==> src/rtl/mem_fifo_ctrl_if.sv <==
// Stream and RAM-port bundle for mem_fifo_ctrl: write stream, read stream,
// external dual-port RAM signals and the occupancy report.
interface mem_fifo_ctrl_if #(
  parameter int DATA_WIDTH = 14,
  parameter int ADDR_WIDTH = 6
);
  logic [DATA_WIDTH-1:0] in_data;
  logic                  in_valid;
  logic                  in_ready;
  logic [DATA_WIDTH-1:0] out_data;
  logic                  out_valid;
  logic                  out_ready;
  logic [ADDR_WIDTH-1:0] mem_wr_addr;
  logic [DATA_WIDTH-1:0] mem_wr_data;
  logic                  mem_wr_en;
  logic [ADDR_WIDTH-1:0] mem_rd_addr;
  logic [DATA_WIDTH-1:0] mem_rd_data;
  logic [ADDR_WIDTH+1:0] level;

  // Controller side
  modport master (
    input  in_data, in_valid, out_ready, mem_rd_data,
    output in_ready, out_data, out_valid,
    output mem_wr_addr, mem_wr_data, mem_wr_en, mem_rd_addr, level
  );

  // Producer / consumer / RAM side
  modport slave (
    output in_data, in_valid, out_ready, mem_rd_data,
    input  in_ready, out_data, out_valid,
    input  mem_wr_addr, mem_wr_data, mem_wr_en, mem_rd_addr, level
  );
endinterface

==> src/rtl/mem_fifo_ctrl.sv <==
// Streaming FIFO controller around an external simple dual-port RAM with a
// synchronous read port; a 2-entry output buffer hides the read latency.
module mem_fifo_ctrl #(
  parameter int DATA_WIDTH = 14,
  parameter int ADDR_WIDTH = 6
) (
  input  logic              clk,
  input  logic              rst,
  mem_fifo_ctrl_if.master   bus
);

  localparam logic [ADDR_WIDTH-1:0] PTR_ONE   = {{(ADDR_WIDTH-1){1'b0}}, 1'b1};
  localparam logic [ADDR_WIDTH:0]   CNT_ZERO  = {(ADDR_WIDTH+1){1'b0}};
  localparam logic [ADDR_WIDTH:0]   CNT_ONE   = {{ADDR_WIDTH{1'b0}}, 1'b1};
  localparam logic [ADDR_WIDTH:0]   DEPTH_CNT = {1'b1, {ADDR_WIDTH{1'b0}}};
  localparam logic [ADDR_WIDTH+1:0] LVL_ONE   = {{(ADDR_WIDTH+1){1'b0}}, 1'b1};

  logic [ADDR_WIDTH-1:0] wr_ptr_q, wr_ptr_d;
  logic [ADDR_WIDTH-1:0] rd_ptr_q, rd_ptr_d;
  logic [ADDR_WIDTH:0]   ram_cnt_q, ram_cnt_d;
  logic                  inflight_q, inflight_d;
  logic [1:0]            obuf_cnt_q, obuf_cnt_d;
  logic [DATA_WIDTH-1:0] obuf0_q, obuf0_d;
  logic [DATA_WIDTH-1:0] obuf1_q, obuf1_d;
  logic                  out_valid_q, out_valid_d;
  logic                  in_ready_q, in_ready_d;
  logic [ADDR_WIDTH+1:0] level_q, level_d;

  logic                  push_s;
  logic                  pop_s;
  logic                  issue_s;
  logic [2:0]            obuf_load_s;
  logic [1:0]            cnt_after_pop_s;
  logic [DATA_WIDTH-1:0] head_after_pop_s;

  assign push_s = bus.in_valid & bus.in_ready;
  assign pop_s  = out_valid_q & bus.out_ready;

  // A same-cycle pop frees a buffer slot, so it is credited here; without
  // that credit the read pipeline stalls every other cycle when streaming.
  assign obuf_load_s = {1'b0, obuf_cnt_q} + {2'b00, inflight_q} - {2'b00, pop_s};
  assign issue_s     = (ram_cnt_q != CNT_ZERO) && (obuf_load_s < 3'd2);

  assign cnt_after_pop_s  = obuf_cnt_q - {1'b0, pop_s};
  assign head_after_pop_s = pop_s ? obuf1_q : obuf0_q;

  // Next-state computation for pointers, counters and the output buffer
  always_comb begin
    if (push_s) begin
      wr_ptr_d = wr_ptr_q + PTR_ONE;
    end else begin
      wr_ptr_d = wr_ptr_q;
    end

    if (issue_s) begin
      rd_ptr_d = rd_ptr_q + PTR_ONE;
    end else begin
      rd_ptr_d = rd_ptr_q;
    end
    inflight_d = issue_s;

    case ({push_s, issue_s})
      2'b10:   ram_cnt_d = ram_cnt_q + CNT_ONE;
      2'b01:   ram_cnt_d = ram_cnt_q - CNT_ONE;
      default: ram_cnt_d = ram_cnt_q;
    endcase

    case ({push_s, pop_s})
      2'b10:   level_d = level_q + LVL_ONE;
      2'b01:   level_d = level_q - LVL_ONE;
      default: level_d = level_q;
    endcase

    // Returning read data lands in the first free slot after any pop shift.
    if (inflight_q) begin
      if (cnt_after_pop_s == 2'd0) begin
        obuf0_d = bus.mem_rd_data;
        obuf1_d = obuf1_q;
      end else begin
        obuf0_d = head_after_pop_s;
        obuf1_d = bus.mem_rd_data;
      end
    end else begin
      obuf0_d = head_after_pop_s;
      obuf1_d = obuf1_q;
    end
    obuf_cnt_d = cnt_after_pop_s + {1'b0, inflight_q};

    out_valid_d = (obuf_cnt_d != 2'd0);
    in_ready_d  = (ram_cnt_d != DEPTH_CNT);
  end

  // State registers; reset discards all contents and any in-flight read
  always_ff @(posedge clk or posedge rst) begin
    if (rst) begin
      wr_ptr_q    <= {ADDR_WIDTH{1'b0}};
      rd_ptr_q    <= {ADDR_WIDTH{1'b0}};
      ram_cnt_q   <= CNT_ZERO;
      inflight_q  <= 1'b0;
      obuf_cnt_q  <= 2'd0;
      obuf0_q     <= {DATA_WIDTH{1'b0}};
      obuf1_q     <= {DATA_WIDTH{1'b0}};
      out_valid_q <= 1'b0;
      in_ready_q  <= 1'b1;
      level_q     <= {(ADDR_WIDTH+2){1'b0}};
    end else begin
      wr_ptr_q    <= wr_ptr_d;
      rd_ptr_q    <= rd_ptr_d;
      ram_cnt_q   <= ram_cnt_d;
      inflight_q  <= inflight_d;
      obuf_cnt_q  <= obuf_cnt_d;
      obuf0_q     <= obuf0_d;
      obuf1_q     <= obuf1_d;
      out_valid_q <= out_valid_d;
      in_ready_q  <= in_ready_d;
      level_q     <= level_d;
    end
  end

  // in_ready resets high internally but is masked while reset is held.
  assign bus.in_ready    = in_ready_q & ~rst;
  assign bus.out_valid   = out_valid_q;
  assign bus.out_data    = obuf0_q;
  assign bus.mem_wr_en   = push_s;
  assign bus.mem_wr_addr = wr_ptr_q;
  assign bus.mem_wr_data = bus.in_data;
  assign bus.mem_rd_addr = rd_ptr_q;
  assign bus.level       = level_q;

endmodule

==> src/flat_wrapper.sv <==
// flat-port wrapper written by rule: the top's interface ports become plain ports
module mem_fifo_ctrl_flat 
#(
  parameter int DATA_WIDTH = 14,
  parameter int ADDR_WIDTH = 6
)
  (clk, rst, bus_in_data, bus_in_valid, bus_out_ready, bus_mem_rd_data, bus_in_ready, bus_out_data, bus_out_valid, bus_mem_wr_addr, bus_mem_wr_data, bus_mem_wr_en, bus_mem_rd_addr, bus_level);
  mem_fifo_ctrl_if #(.DATA_WIDTH(DATA_WIDTH), .ADDR_WIDTH(ADDR_WIDTH)) bus_i ();
  input  logic clk;
  input  logic rst;
  input wire logic [$bits(bus_i.in_data)-1:0] bus_in_data;
  input wire logic [$bits(bus_i.in_valid)-1:0] bus_in_valid;
  input wire logic [$bits(bus_i.out_ready)-1:0] bus_out_ready;
  input wire logic [$bits(bus_i.mem_rd_data)-1:0] bus_mem_rd_data;
  output wire logic [$bits(bus_i.in_ready)-1:0] bus_in_ready;
  output wire logic [$bits(bus_i.out_data)-1:0] bus_out_data;
  output wire logic [$bits(bus_i.out_valid)-1:0] bus_out_valid;
  output wire logic [$bits(bus_i.mem_wr_addr)-1:0] bus_mem_wr_addr;
  output wire logic [$bits(bus_i.mem_wr_data)-1:0] bus_mem_wr_data;
  output wire logic [$bits(bus_i.mem_wr_en)-1:0] bus_mem_wr_en;
  output wire logic [$bits(bus_i.mem_rd_addr)-1:0] bus_mem_rd_addr;
  output wire logic [$bits(bus_i.level)-1:0] bus_level;
  assign bus_i.in_data = bus_in_data;
  assign bus_i.in_valid = bus_in_valid;
  assign bus_i.out_ready = bus_out_ready;
  assign bus_i.mem_rd_data = bus_mem_rd_data;
  assign bus_in_ready = bus_i.in_ready;
  assign bus_out_data = bus_i.out_data;
  assign bus_out_valid = bus_i.out_valid;
  assign bus_mem_wr_addr = bus_i.mem_wr_addr;
  assign bus_mem_wr_data = bus_i.mem_wr_data;
  assign bus_mem_wr_en = bus_i.mem_wr_en;
  assign bus_mem_rd_addr = bus_i.mem_rd_addr;
  assign bus_level = bus_i.level;
  mem_fifo_ctrl #(.DATA_WIDTH(DATA_WIDTH), .ADDR_WIDTH(ADDR_WIDTH)) u_core (.clk(clk), .rst(rst), .bus(bus_i));
endmodule
==> config.mk <==
export PLATFORM = sky130hd
export DESIGN_NAME = mem_fifo_ctrl_flat
export DESIGN_NICKNAME = d
export VERILOG_FILES = /design/src/rtl/mem_fifo_ctrl_if.sv /design/src/rtl/mem_fifo_ctrl.sv /design/src/flat_wrapper.sv
export SDC_FILE = /design/constraint.sdc
export NUM_CORES = 1
export LEC_CHECK = 0
export ABC_AREA = 1
export CORE_MARGIN = 5
export CORE_UTILIZATION = 40
export DETAILED_ROUTE_END_ITERATION = 6
export PLACE_DENSITY_LB_ADDON = 0.12
export SLEW_MARGIN = 40
export SYNTH_ARGS = -nofsm -noshare
export SYNTH_HDL_FRONTEND = slang
export SYNTH_SLANG_ARGS = --single-unit
==> constraint.sdc <==
create_clock -name clk -period 6 [get_ports clk]
set_input_delay 1.2 -clock clk [delete_from_list [all_inputs] [get_ports clk]]
set_output_delay 1.2 -clock clk [all_outputs]
set_load 0.005 [all_outputs]
==> metrics, run 1 <==
outcome finished clean; core area around 8100 sq um; Antenna Cells 0; CTS H-Tree Depth 3; Total GRT Usage between 10% and 20%; IO Port Bufs between 50 and 60; sequential share of the synthesized area between 40% and 50%; vias in the first global route about 2600; Max-Cap Viols 0; Post-Syn Area 3280 sq um; leakage power ~2 nW; Clock Path Buffers 2; CTS tree done; CP Class primary input to flop; CTS Buf Count 9; routed vias around 2600; DRC viols 0; hpwl dp between 4 and 5 mm; synthesis-stage register bit count 60; largest net degree at the start of global routing between 50 and 60; startpoint types primary input; clk_skew 13.1 ps; Top cell by count, worst path nand2_1; Worst Path Arrival approximately 4800 ps; max frequency between 0.2 and 0.25 GHz; RSZ-0062 raised after global routing no; Post-Synthesis Cells between 400 and 500; Worst Path Required about 6300 ps; Final Max Slew Viols 0; # rows 33; Crit-path slowest cell fa_1; initial core utilization between 40% and 50%; Clock Pin Slew Worst Setup and Hold Paths roughly 70 ps; first-pass iteration count of the detailed router 4; layout cells sized above 1 around 5.3%; period utilization 75.3%; Root Driver clkbuf_8; Worst Hold Class flop to flop; fillers just over 800; Final min period around 4500 ps; Resized cells post-CTS 0; final hold vios 0; post-CTS setup buffers 0; Clock Latency Late Sink roughly 340 ps; yosys synthesis warning count 0; power density over the cells about 610 nW/um^2; crit-path cells clkdlybuf4s50_1, nand2_1, buf_4, nor2_1, o21ai_0, fa_1, o21ai_0, a21oi_1, nand2_1, inv_1, ha_1, inv_1, fa_1, nand2_1, o21ai_2, nand2_1, nor2_1, nand3_1, nor2_1, nand3_1; die width approximately 100 um; DRT iter0 DRCs 118; drt wl/cell 12.4 um; post-synth cell types 26; Ports 83; setup TNS 0 ps; CTS Hold Bufs 0; CTS Sinks 60; Placed Cells 542; Vias/cell around 4.7; Final Routed Wirelength between 6 and 7 mm; first-pass GRT wire length about 12 mm; worst-margin pin slew between 700 and 800 ps; Final Setup Violations 0; initial antenna violation count 0; gp weighted congestion just over 0.8; Non-Filler Instances around 560; Die Area approximately 10000 sq um; slew margin rel. around 53%; Final ANT Viol Nets 0; Critical Path Sink Type flop; Mapped Avg Cell Area around 8 sq um; post-layout net count 500; slowest cell delay on critical path around 500 ps; Syn-to-layout area delta 22.5%; post-synthesis net count between 400 and 500; total gr overflow 0; CP Max Fanout 17; Chip Height about 100 um; Max rail drop VDD between 0.2 and 0.25 mV
## worst max-delay path: cells and delay by family
family                   cells  cell delay [ps]
AO/OA/AOI/OAI                4              430
adder cells (fa/ha/maj)      3             1320
buffers and inverters        4              930
AND/OR/NAND/NOR              9              900
## final timing paths
| check | startpoint | cells after the start | end | slack, ps |
|---|---|---|---|---|
| max in group asynchronous | rst | 3 | u_core.obuf1_q[11] | 3980 |
| min in group asynchronous | rst | 2 | u_core.ram_cnt_q[0] | 1100 |
| setup / recovery | bus_out_ready | 20 | u_core.in_ready_q | 1480 |
| hold reg to reg | u_core.obuf1_q[11] | 2 | u_core.obuf1_q[11] | 490 |
| setup reg to reg | u_core.bus.out_valid | 19 | u_core.in_ready_q | 2450 |
| hold / removal | u_core.obuf1_q[11] | 2 | u_core.obuf1_q[11] | 490 |
## cell usage after synthesis
cell      count  share of area (%)
a21oi_1       8                1.2
a31oi_1      16                3.0
buf_2         2               0.30
buf_4        15                3.4
buf_6         1               0.34
clkbuf_1      2               0.23
clkbuf_2      1               0.15
dfrtp_1      59                 45
dfstp_2       1               0.80
fa_1          3                1.8
ha_1         17                6.5
inv_1        56                6.4
nand2_1     117                 13
nand2_4       1               0.34
nand3_1      19                2.9
nand3b_1      1               0.23
nand4_1       6                1.1
nor2_1       33                3.8
nor3_1        1               0.15
o21a_1        1               0.23
o21ai_0      21                3.2
o21ai_2       2               0.53
or2_2         1               0.19
xnor2_1       8                2.1
xor2_1        8                2.1
xor2_2        1               0.50
## area by class of cell
class / count / area (sq um) / share of cell area [%]
clock inverters: 5 / 52.6 / 1.31
well taps: 105 / 131 / 3.26
multi-input cells: 264 / 1430 / 35.6
inverters: 56 / 210 / 5.22
repair buffers: 57 / 563 / 14.0
clock buffers: 11 / 131 / 3.26
flip-flops and latches: 60 / 1500 / 37.3
## logic make-up after synthesis
kind of cell / count (synthesis) / synth area share (%)
xor gates and xnor gates: 17 / 4.76
adders and majority gates: 20 / 8.30
DFF: 60 / 45.8
buffers and inverters: 77 / 10.9
AOI/OAI and AO/OA: 48 / 8.23
and+or+nand+nor: 179 / 22.1
## metrics by stage
step                cell area, sq um  setup WS, ps  hold WS, ps  power [W]  utilization [%]
floorplan                       3280          2020          453    0.00167                -
global placement                3830          1250          467    0.00209             47.4
detailed placement              3840          1130          474    0.00213             47.4
CTS                             4020          1490          490    0.00249             49.7
global route                    4020          1170          512    0.00273             49.7
finish                          4020          1480          486    0.00246             49.7
## where the power goes
| part | total [W] | internal [W] | switching [W] |
|---|---|---|---|
| Clock | 0.000352 | 0.000190 | 0.000162 |
| Sequential | 0.000768 | 0.000610 | 0.000158 |
| Combinational | 0.00134 | 0.000603 | 0.000734 |
## registers in the layout, indices dropped and copies added, names as in the netlist
register	count
u_core.bus.out_data	14
u_core.ram_cnt_q	7
u_core.bus.out_valid	1
u_core.inflight_q	1
u_core.in_ready_q	1
u_core.obuf_cnt_q	2
u_core.bus.mem_wr_addr	6
u_core.obuf1_q	14
u_core.bus.level	8
u_core.bus.mem_rd_addr	6
## cell usage in the layout (no fill, tap or decap), types with 2 or more instances in the layout
master / synthesis / layout
ha_1: 17 / 17
inv_1: 56 / 55
o21ai_0: 21 / 21
nand2_1: 117 / 117
xnor2_1: 8 / 8
clkdlybuf4s50_1: 0 / 54
fa_1: 3 / 3
buf_4: 15 / 3
nor2_1: 33 / 33
clkinv_2: 0 / 3
a31oi_1: 16 / 16
a21oi_1: 8 / 8
xor2_1: 8 / 8
nand3_1: 19 / 19
nand4_1: 6 / 6
clkbuf_8: 0 / 9
dfrtp_1: 59 / 59
clkbuf_1: 2 / 2
## layer usage
metal  part of all wire, %  vias to the layer above  GRT usage, %
li1                      -                     1353             -
met1                    49                     1184          20.2
met2                    45                       52          22.4
met3                   5.1                       10          4.43
met4                  0.93                        0          4.56
met5                     0                        -             0
Power figures use the tool's default switching activity.
==> run 2, diff against run 1 <==
clock period = 4.6 ns   (was 6 ns; I/O delays follow)
==> run 2 against run 1 <==
Worst hold slack gained 2.4 ps. Final area shrank 0.31%. Critical endpoint unchanged. Largest cell class unchanged. Register-to-register slack lost 1300 ps. Critical path type unchanged. First-iteration DRC count shrank 5.1%. Global-route usage grew 0.50 points. Die area is the same. Clock-buffer cell count is the same. Total power grew 29%. Via count grew 0.31%. Clock power grew 19%. Final cell count is the same. Setup slack lost 970 ps.
==> metrics, run 2 (synthesis results as in run 1) <==
outcome finished clean; period utilization 88.9%; Final min period between 4000 and 5000 ps; initial antenna violation count 0 (unchanged); Clock Path Buffers 2 (unchanged); reg2reg start u_core.inflight_q; Die Area 10100 sq um (unchanged); Worst Path Required 4870 ps (-1390 ps); Max rail drop VDD 0.303 mV (+24%); Worst Hold Class flop to flop; layout cells sized above 1 5.52% (+0.22 points); first-pass GRT wire length 12.3 mm (+2.4%); clk_skew 9.29 ps (-3.78 ps); Final Max Slew Viols 0 (unchanged); initial core utilization 40.6% (unchanged); final hold vios 0 (unchanged); IO Port Bufs 54 (unchanged); power density over the cells 793 nW/um^2 (+30%); commonest non-fill, non-tap cell in the layout nand2_1; gp weighted congestion 0.790 (-4.3%); Clock Pin Slew Worst Setup and Hold Paths 70 ps (about the same); leakage power 2.04 nW (-0.20%); Final Setup Violations 0 (unchanged); Syn-to-layout area delta 22.1%; Clock Latency Late Sink 340 ps (about the same); drt wl/cell 12.9 um (+3.8%); max frequency between 0.2 and 0.25 GHz; worst hold path endpoint u_core.bus.mem_wr_addr[5]; Hold Path Origin u_core.bus.mem_wr_addr[5]; post-CTS setup buffers 0 (unchanged); setup slack, reg-to-reg 1180 ps (-1270 ps); Critical Path Sink Type flop; CP Max Fanout 8 (-9); CTS Buf Count 9 (unchanged); DRT iter0 DRCs 112 (-5.1%); Final Routed Wirelength 7.17 mm (+3.8%); most frequent cells in the layout 117 x nand2_1, 59 x dfrtp_1, 55 x inv_1; # rows 33 (unchanged); post-layout net count 500 (unchanged); Vias/cell 4.67 (+0.31%); RSZ-0062 raised after global routing no; routed vias 2607 (+0.31%); startpoint types primary input; Total GRT Usage 15.2% (+0.50 points); CTS Sinks 60 (unchanged); Max-Cap Viols 0 (unchanged); WHS 489 ps (+2.39 ps); Antenna Cells 0 (unchanged); core area 8090 sq um (unchanged); first-pass iteration count of the detailed router 4 (unchanged); FF-to-FF End u_core.in_ready_q; vias in the first global route 2572 (-0.92%); largest net degree at the start of global routing 40 (-29%); Final ANT Viol Nets 0 (unchanged); hpwl dp 5.05 mm (+2.8%); Chip Height 101 um (unchanged); DRC viols 0 (unchanged); Ports 83 (unchanged); WHS Path Cells 1 (-1); slew margin rel. 60.9% (+8.0 points); Root Driver clkbuf_8; Worst R2R Path Depth 17 (-2); CTS H-Tree Depth 3 (unchanged); total gr overflow 0 (unchanged); CTS Hold Bufs 0 (unchanged); CTS tree done; Worst Path Arrival 4360 ps (-420 ps); Resized cells post-CTS 0 (unchanged); worst-margin pin slew 585 ps (-122 ps); setup TNS 0 ps (unchanged); CP Class primary input to flop; die width 101 um (unchanged)
-- run 2: cell count changes in the layout (fill, tap and decap cells not counted) --
cell,previous run,this run
bufinv_16,1,0
clkinv_2,3,4
inv_2,1,0
clkbuf_1,2,1
inv_4,0,1
clkbuf_8,9,10
-- run 2: layout make-up --
class | count | area (sq um)
clock inverter | 5 | 27.5
inverter | 56 | 213
tap | 105 | 131
sequential | 60 | 1500
clock buffer | 11 | 141
fill | 827 | 4080
multi-input combinational | 264 | 1430
timing repair buffer | 57 | 563
-- run 2: stage by stage --
stage	power [W]	setup WS [ps]	utilization [%]	std cells	instance area, sq um
floorplan	0.00218	902	-	401	3280
global placement	0.00273	254	47.4	542	3830
detailed placement	0.00278	109	47.5	542	3840
CTS	0.00321	483	49.6	558	4010
global route	0.00352	94.7	49.6	558	4010
finish	0.00318	511	49.6	558	4010
-- run 2: report_power, final --
group          total (W)  leakage [nW]  internal [W]  switching, W
clock           0.000420        0.0889      0.000206      0.000213
combinational    0.00175          1.22      0.000789      0.000965
sequential       0.00101         0.734      0.000795      0.000212
-- run 2: metal layers --
metal / vias to the layer above / global-route usage [%] / wire length (um)
met5: - / 0 / 0
met4: 0 / 4.87 / 68
met3: 8 / 4.08 / 387
met2: 61 / 23.1 / 3270
met1: 1187 / 21.2 / 3450
li1: 1351 / - / -
-- run 2: worst max-delay path, stage by stage --
cell and delay [ps]:
clkdlybuf4s50_1 450, nand2_1 120, nor2_1 190, o21ai_0 140, fa_1 490, o21ai_0 70
a21oi_1 120, nand2_1 180, inv_1 180, ha_1 350, inv_1 100, fa_1 480
nand2_1 60, o21ai_2 80, nand2_1 80, nor2_1 100, nand3_1 80, nor2_1 100
nand3_1 70
-- run 2: worst max path at each step --
stage / from / end / slack (ps) / cells after the start
2_1_floorplan: bus_out_ready / u_core.in_ready_q / 900 / 19
3_3_place_gp: bus_out_ready / u_core.in_ready_q / 250 / 19
3_5_place_dp: bus_out_ready / u_core.in_ready_q / 110 / 19
4_1_cts: bus_out_ready / u_core.in_ready_q / 480 / 19
5_1_grt: bus_out_ready / u_core.in_ready_q / 90 / 20
6_report: bus_out_ready / u_core.in_ready_q / 510 / 19
